## config.mk

```make
export PLATFORM = sky130hd
export DESIGN_NAME = gtech_stream_mux
export DESIGN_NICKNAME = d
export VERILOG_FILES = /design/src/rtl/gtech_stream_mux.sv
export SDC_FILE = /design/constraint.sdc
export NUM_CORES = 1
export LEC_CHECK = 0
export BUFFER_PORTS_ARGS = -buffer_cell sky130_fd_sc_hd__clkbuf_2
export CAP_MARGIN = 20
export CORE_ASPECT_RATIO = 1.2
export CORE_UTILIZATION = 48
export DETAILED_ROUTE_END_ITERATION = 16
export PLACE_DENSITY = 0.89
export SLEW_MARGIN = 20
export SYNTH_ARGS = -nofsm -noshare
export SYNTH_HDL_FRONTEND = slang
export SYNTH_SLANG_ARGS = --single-unit
```

## constraint.sdc

```tcl
create_clock -name CP -period 4.1 [get_ports CP]
set_clock_uncertainty 0.1 [all_clocks]
set_input_delay 0.205 -clock CP [delete_from_list [all_inputs] [get_ports CP]]
set_output_delay 0.205 -clock CP [all_outputs]
set_load 0.02 [all_outputs]
```

## src/rtl/gtech_stream_mux.sv

```systemverilog
// N-channel packet-aware stream multiplexer with a registered output stage.
// A packet holds its channel from first accepted beat until its LAST beat.
module gtech_stream_mux #(
    parameter int W    = 8,
    parameter int N    = 4,
    parameter int MODE = 1
) (
    input  logic                 CP,
    input  logic                 CD,
    input  logic [$clog2(N)-1:0] SEL,
    input  logic [N*W-1:0]       IN_DATA,
    input  logic [N-1:0]         IN_VALID,
    input  logic [N-1:0]         IN_LAST,
    output logic [N-1:0]         IN_READY,
    output logic [W-1:0]         OUT_DATA,
    output logic                 OUT_LAST,
    output logic                 OUT_VALID,
    input  logic                 OUT_READY,
    output logic [N-1:0]         GRANT,
    output logic                 BUSY
);

    localparam int IW = $clog2(N);

    typedef enum logic {IDLE, LOCK} state_t;

    state_t         state_q, state_d;
    logic [IW-1:0]  g_q, g_d;
    logic [IW-1:0]  ptr_q, ptr_d;
    logic [W-1:0]   out_data_q, out_data_d;
    logic           out_last_q, out_last_d;
    logic           out_valid_q, out_valid_d;

    logic           le;
    logic           cand_vld;
    logic [IW-1:0]  cand_idx;
    logic           cand_in_valid;
    logic           cand_in_last;
    logic [W-1:0]   cand_data;
    logic           accept;

    assign le = ~out_valid_q | OUT_READY;

    // Candidate selection: the locked channel wins outright; otherwise SEL
    // or a cyclic search starting just after the last channel to finish.
    always_comb begin
        int unsigned idx;
        cand_vld = 1'b0;
        cand_idx = '0;
        idx      = 0;
        if (state_q == LOCK) begin
            cand_vld = 1'b1;
            cand_idx = g_q;
        end else if (MODE == 0) begin
            for (int unsigned i = 0; i < N; i++) begin
                if (SEL == IW'(i) && IN_VALID[i]) begin
                    cand_vld = 1'b1;
                    cand_idx = IW'(i);
                end
            end
        end else begin
            for (int unsigned k = 1; k <= N; k++) begin
                idx = (32'(ptr_q) + k) % 32'(N);
                if (!cand_vld && IN_VALID[IW'(idx)]) begin
                    cand_vld = 1'b1;
                    cand_idx = IW'(idx);
                end
            end
        end
    end

    always_comb begin
        cand_in_valid = 1'b0;
        cand_in_last  = 1'b0;
        cand_data     = '0;
        for (int unsigned i = 0; i < N; i++) begin
            if (cand_idx == IW'(i)) begin
                cand_in_valid = IN_VALID[i];
                cand_in_last  = IN_LAST[i];
                cand_data     = IN_DATA[i*W +: W];
            end
        end
    end

    assign accept = cand_vld & le & cand_in_valid;

    always_ff @(posedge CP or negedge CD) begin
        if (!CD) begin
            state_q     <= IDLE;
            g_q         <= '0;
            ptr_q       <= IW'(N - 1);
            out_data_q  <= '0;
            out_last_q  <= 1'b0;
            out_valid_q <= 1'b0;
        end else begin
            state_q     <= state_d;
            g_q         <= g_d;
            ptr_q       <= ptr_d;
            out_data_q  <= out_data_d;
            out_last_q  <= out_last_d;
            out_valid_q <= out_valid_d;
        end
    end

    always_comb begin
        state_d     = state_q;
        g_d         = g_q;
        ptr_d       = ptr_q;
        out_data_d  = out_data_q;
        out_last_d  = out_last_q;
        out_valid_d = out_valid_q;
        if (le) begin
            out_valid_d = accept;
            if (accept) begin
                out_data_d = cand_data;
                out_last_d = cand_in_last;
            end
        end
        if (accept) begin
            if (cand_in_last) begin
                state_d = IDLE;
                ptr_d   = cand_idx;
            end else begin
                state_d = LOCK;
                g_d     = cand_idx;
            end
        end
    end

    // IN_READY is gated by CD so it drops the instant reset asserts.
    always_comb begin
        IN_READY = '0;
        if (CD && cand_vld && le) begin
            IN_READY[cand_idx] = 1'b1;
        end
        GRANT = '0;
        if (state_q == LOCK) begin
            GRANT[g_q] = 1'b1;
        end
        BUSY = (state_q == LOCK) | out_valid_q;
    end

    assign OUT_DATA  = out_data_q;
    assign OUT_LAST  = out_last_q;
    assign OUT_VALID = out_valid_q;

endmodule

```

==> metrics <==
outcome=finished, final reports clean; gp weighted congestion=0.7538; core area=2306 um^2; Clock power frac=6.8%; Static Leak=0.0007749 uW; area taken by multi-input logic gates=743.2 um^2; Final Util=66.41%; Comb power frac=69.6%; Cell Rows=19; fmax=331.5 MHz; drt first pass iters=6; Hold Crit Class=primary input to flip-flop; H-tree levels=1; Die Wd=47.19 um; Initial Utilization=51.00%; Syn Area/Cell=9.720 um^2; first-pass GRT wire length=4.554 mm; Post-synth EDFFs=0; post-CTS setup buffer count=0; vias in the first global route=1136; Clk pin slew, worst setup/hold paths=0.09 ns; Antenna diodes=0; most frequent cell after synthesis=nor2_1; Area Growth Syn to Fin=30.21%; Wirelength per Cell=13.16 um; Storage cell area=377.9 um^2; CP Data Arrival Time=3.13 ns; clock sink total=15; Placed Cells incl. Taps=208; critical path capture point type=flip-flop; largest net degree at the start of global routing=17; antenna violations before repair=0; Synth top area share=27.66%; max_cap viols=0; # port buffers=61; Pwr Density=830.3 nW/um^2; Slew @ Worst Pin=0.7246 ns; Primary FF master, synth=dfrtp_1; Hold-fix buffers, CTS=1; maximum clock path buffer count=2; Min Hold Slack=0.2384 ns; GRT Util Overall=23.27%; RSZ-0062 raised after global routing=no; Skew-Pair Late Insertion Delay=0.28 ns; antenna viol nets, final=0; Filler cells=199; minimum clock period=3.017 ns; Iter 0 DRT Violations=23; CTS tree=built; synth cell count leaders=16 x nor2_1, 15 x mux2_2, 15 x mux2i_1, 13 x dfrtp_1, 12 x a21oi_1; cells after synthesis=121; P_int=683.4 uW; Final Power=1272 uW; CTS Buf Count=3; sequential area share after synthesis=32.13%; Sw Ratio=46.26%; Sw Pwr=588.1 uW; post-route setup TNS=0 ns; startpoint types=flip-flop; Final Non-Filler Cells=213; Synth Register Bits=15; Synth cell types=30; IO Pins=64; relative slew slack=51.58%; DIE AREA=2653 um^2; routed via count=1125; CP max FO=15; DRT Wirelength=2.804 mm; Ys Warns=0; synthesized area=1176 um^2; setup slack, reg-to-reg=1.08 ns; VDD IR max=0.4845 mV; Hold Fails Final Rpt=0; # DRC=0; fin crit share=73.57%; Slew Viols, Final=0; global route overflow=0; Critical Path RT=4.21 ns; Layout Nets=228; critical path class=flip-flop to flip-flop; DP HPWL=2.233 mm; share of total power in sequential cells=23.6%; number of gates resized after CTS=0; DIE HEIGHT=56.23 um; leading area contributor after synthesis=dfrtp_1; share of cells above drive strength 1=50.00%; final setup vio count=0; Syn Nets=166; vias per inst=5.282; top post-synthesis cells by area=dfrtp_1 28%, mux2_2 14%, mux2i_1 13%, a21oi_1 5.1%, nor2_1 5.1%; FFs w/ async S/R, synth=100.0%; Clock Root Buffer=clkbuf_4
## per-layer routing
layer,vias to the layer above,global-route usage [%],routed length (um)
met4,0,11.84,42
met1,530,26.68,1140
li1,549,-,-
met5,-,0,0
met3,6,1.299,116
met2,40,40.87,1506
## state kept, by name, summed over array words and instances, names as in the netlist
register	flops
g_q	2
OUT_DATA	8
state_q	1
OUT_LAST	1
ptr_q	2
OUT_VALID	1
## area by class of cell
class / count / area share, %
Clock buffer: 4 / 1.716
Inverter: 4 / 0.9804
Multi-Input combinational cell: 95 / 48.53
Sequential cell: 15 / 24.67
Tap cell: 31 / 2.533
Timing Repair Buffer: 64 / 21.57
## stage by stage
step	setup slack, ns	instance area (um^2)
5_1_grt	0.8952	1531
3_3_place_gp	1.156	1495
6_report	1.083	1531
3_5_place_dp	1.069	1495
4_1_cts	1.052	1531
2_1_floorplan	1.692	1176
## logic make-up after synthesis
kind of cell / Yosys count / synth area share, %
compound gates: 18 / 12.77
flops: 15 / 32.13
buf+inv: 11 / 4.681
mux: 34 / 30.96
simple gates: 43 / 19.47
## worst paths after layout
| path | end | cells after the start | startpoint |
|---|---|---|---|
| worst max-delay path | ptr_q[0] | 7 | ptr_q[1] |
| worst min-delay path | OUT_VALID | 3 | OUT_READY |
| worst max register to register | ptr_q[0] | 7 | ptr_q[1] |
| worst min register to register | OUT_LAST | 1 | OUT_LAST |
| max in group asynchronous | ptr_q[0] | 2 | CD |
| min in group asynchronous | OUT_DATA[6] | 2 | CD |
## layout by cell type, fill, tap and decap left out, drive strengths merged
cell / netlist / layout
a21o: 1 / 1
a21oi: 12 / 12
a41o: 1 / 1
and2: 1 / 1
and3: 1 / 1
and3b: 1 / 1
buf: 4 / 2
clkbuf: 3 / 65
dfrtp: 13 / 13
dfstp: 2 / 2
dlygate4sd3: 0 / 1
inv: 4 / 4
mux2: 19 / 19
mux2i: 15 / 15
nand2: 7 / 7
nand2b: 3 / 3
nand4b: 1 / 1
nor2: 16 / 16
nor2b: 3 / 3
nor3: 2 / 2
nor3b: 4 / 4
o211ai: 1 / 1
o22ai: 1 / 1
o311ai: 2 / 2
or2: 3 / 3
or3b: 1 / 1
## critical path, stage by stage, from the launching register on
cell and delay [ns]:
dfstp_2 0.59, mux2i_1 0.19, a21oi_1 0.11, o311ai_4 0.66, nand2_1 0.14, o22ai_2 0.50
nor2b_4 0.32, mux2_1 0.33
## power by group through the flow
stage	registers (uW)	clock network (uW)	logic, uW
2_1_floorplan	344	0	654
3_3_place_gp	300	0	858
3_5_place_dp	304	0	884
4_1_cts	301	87.0	888
5_1_grt	312	91.7	956
6_report	301	85.9	885
(Power assumes the default switching activity.)
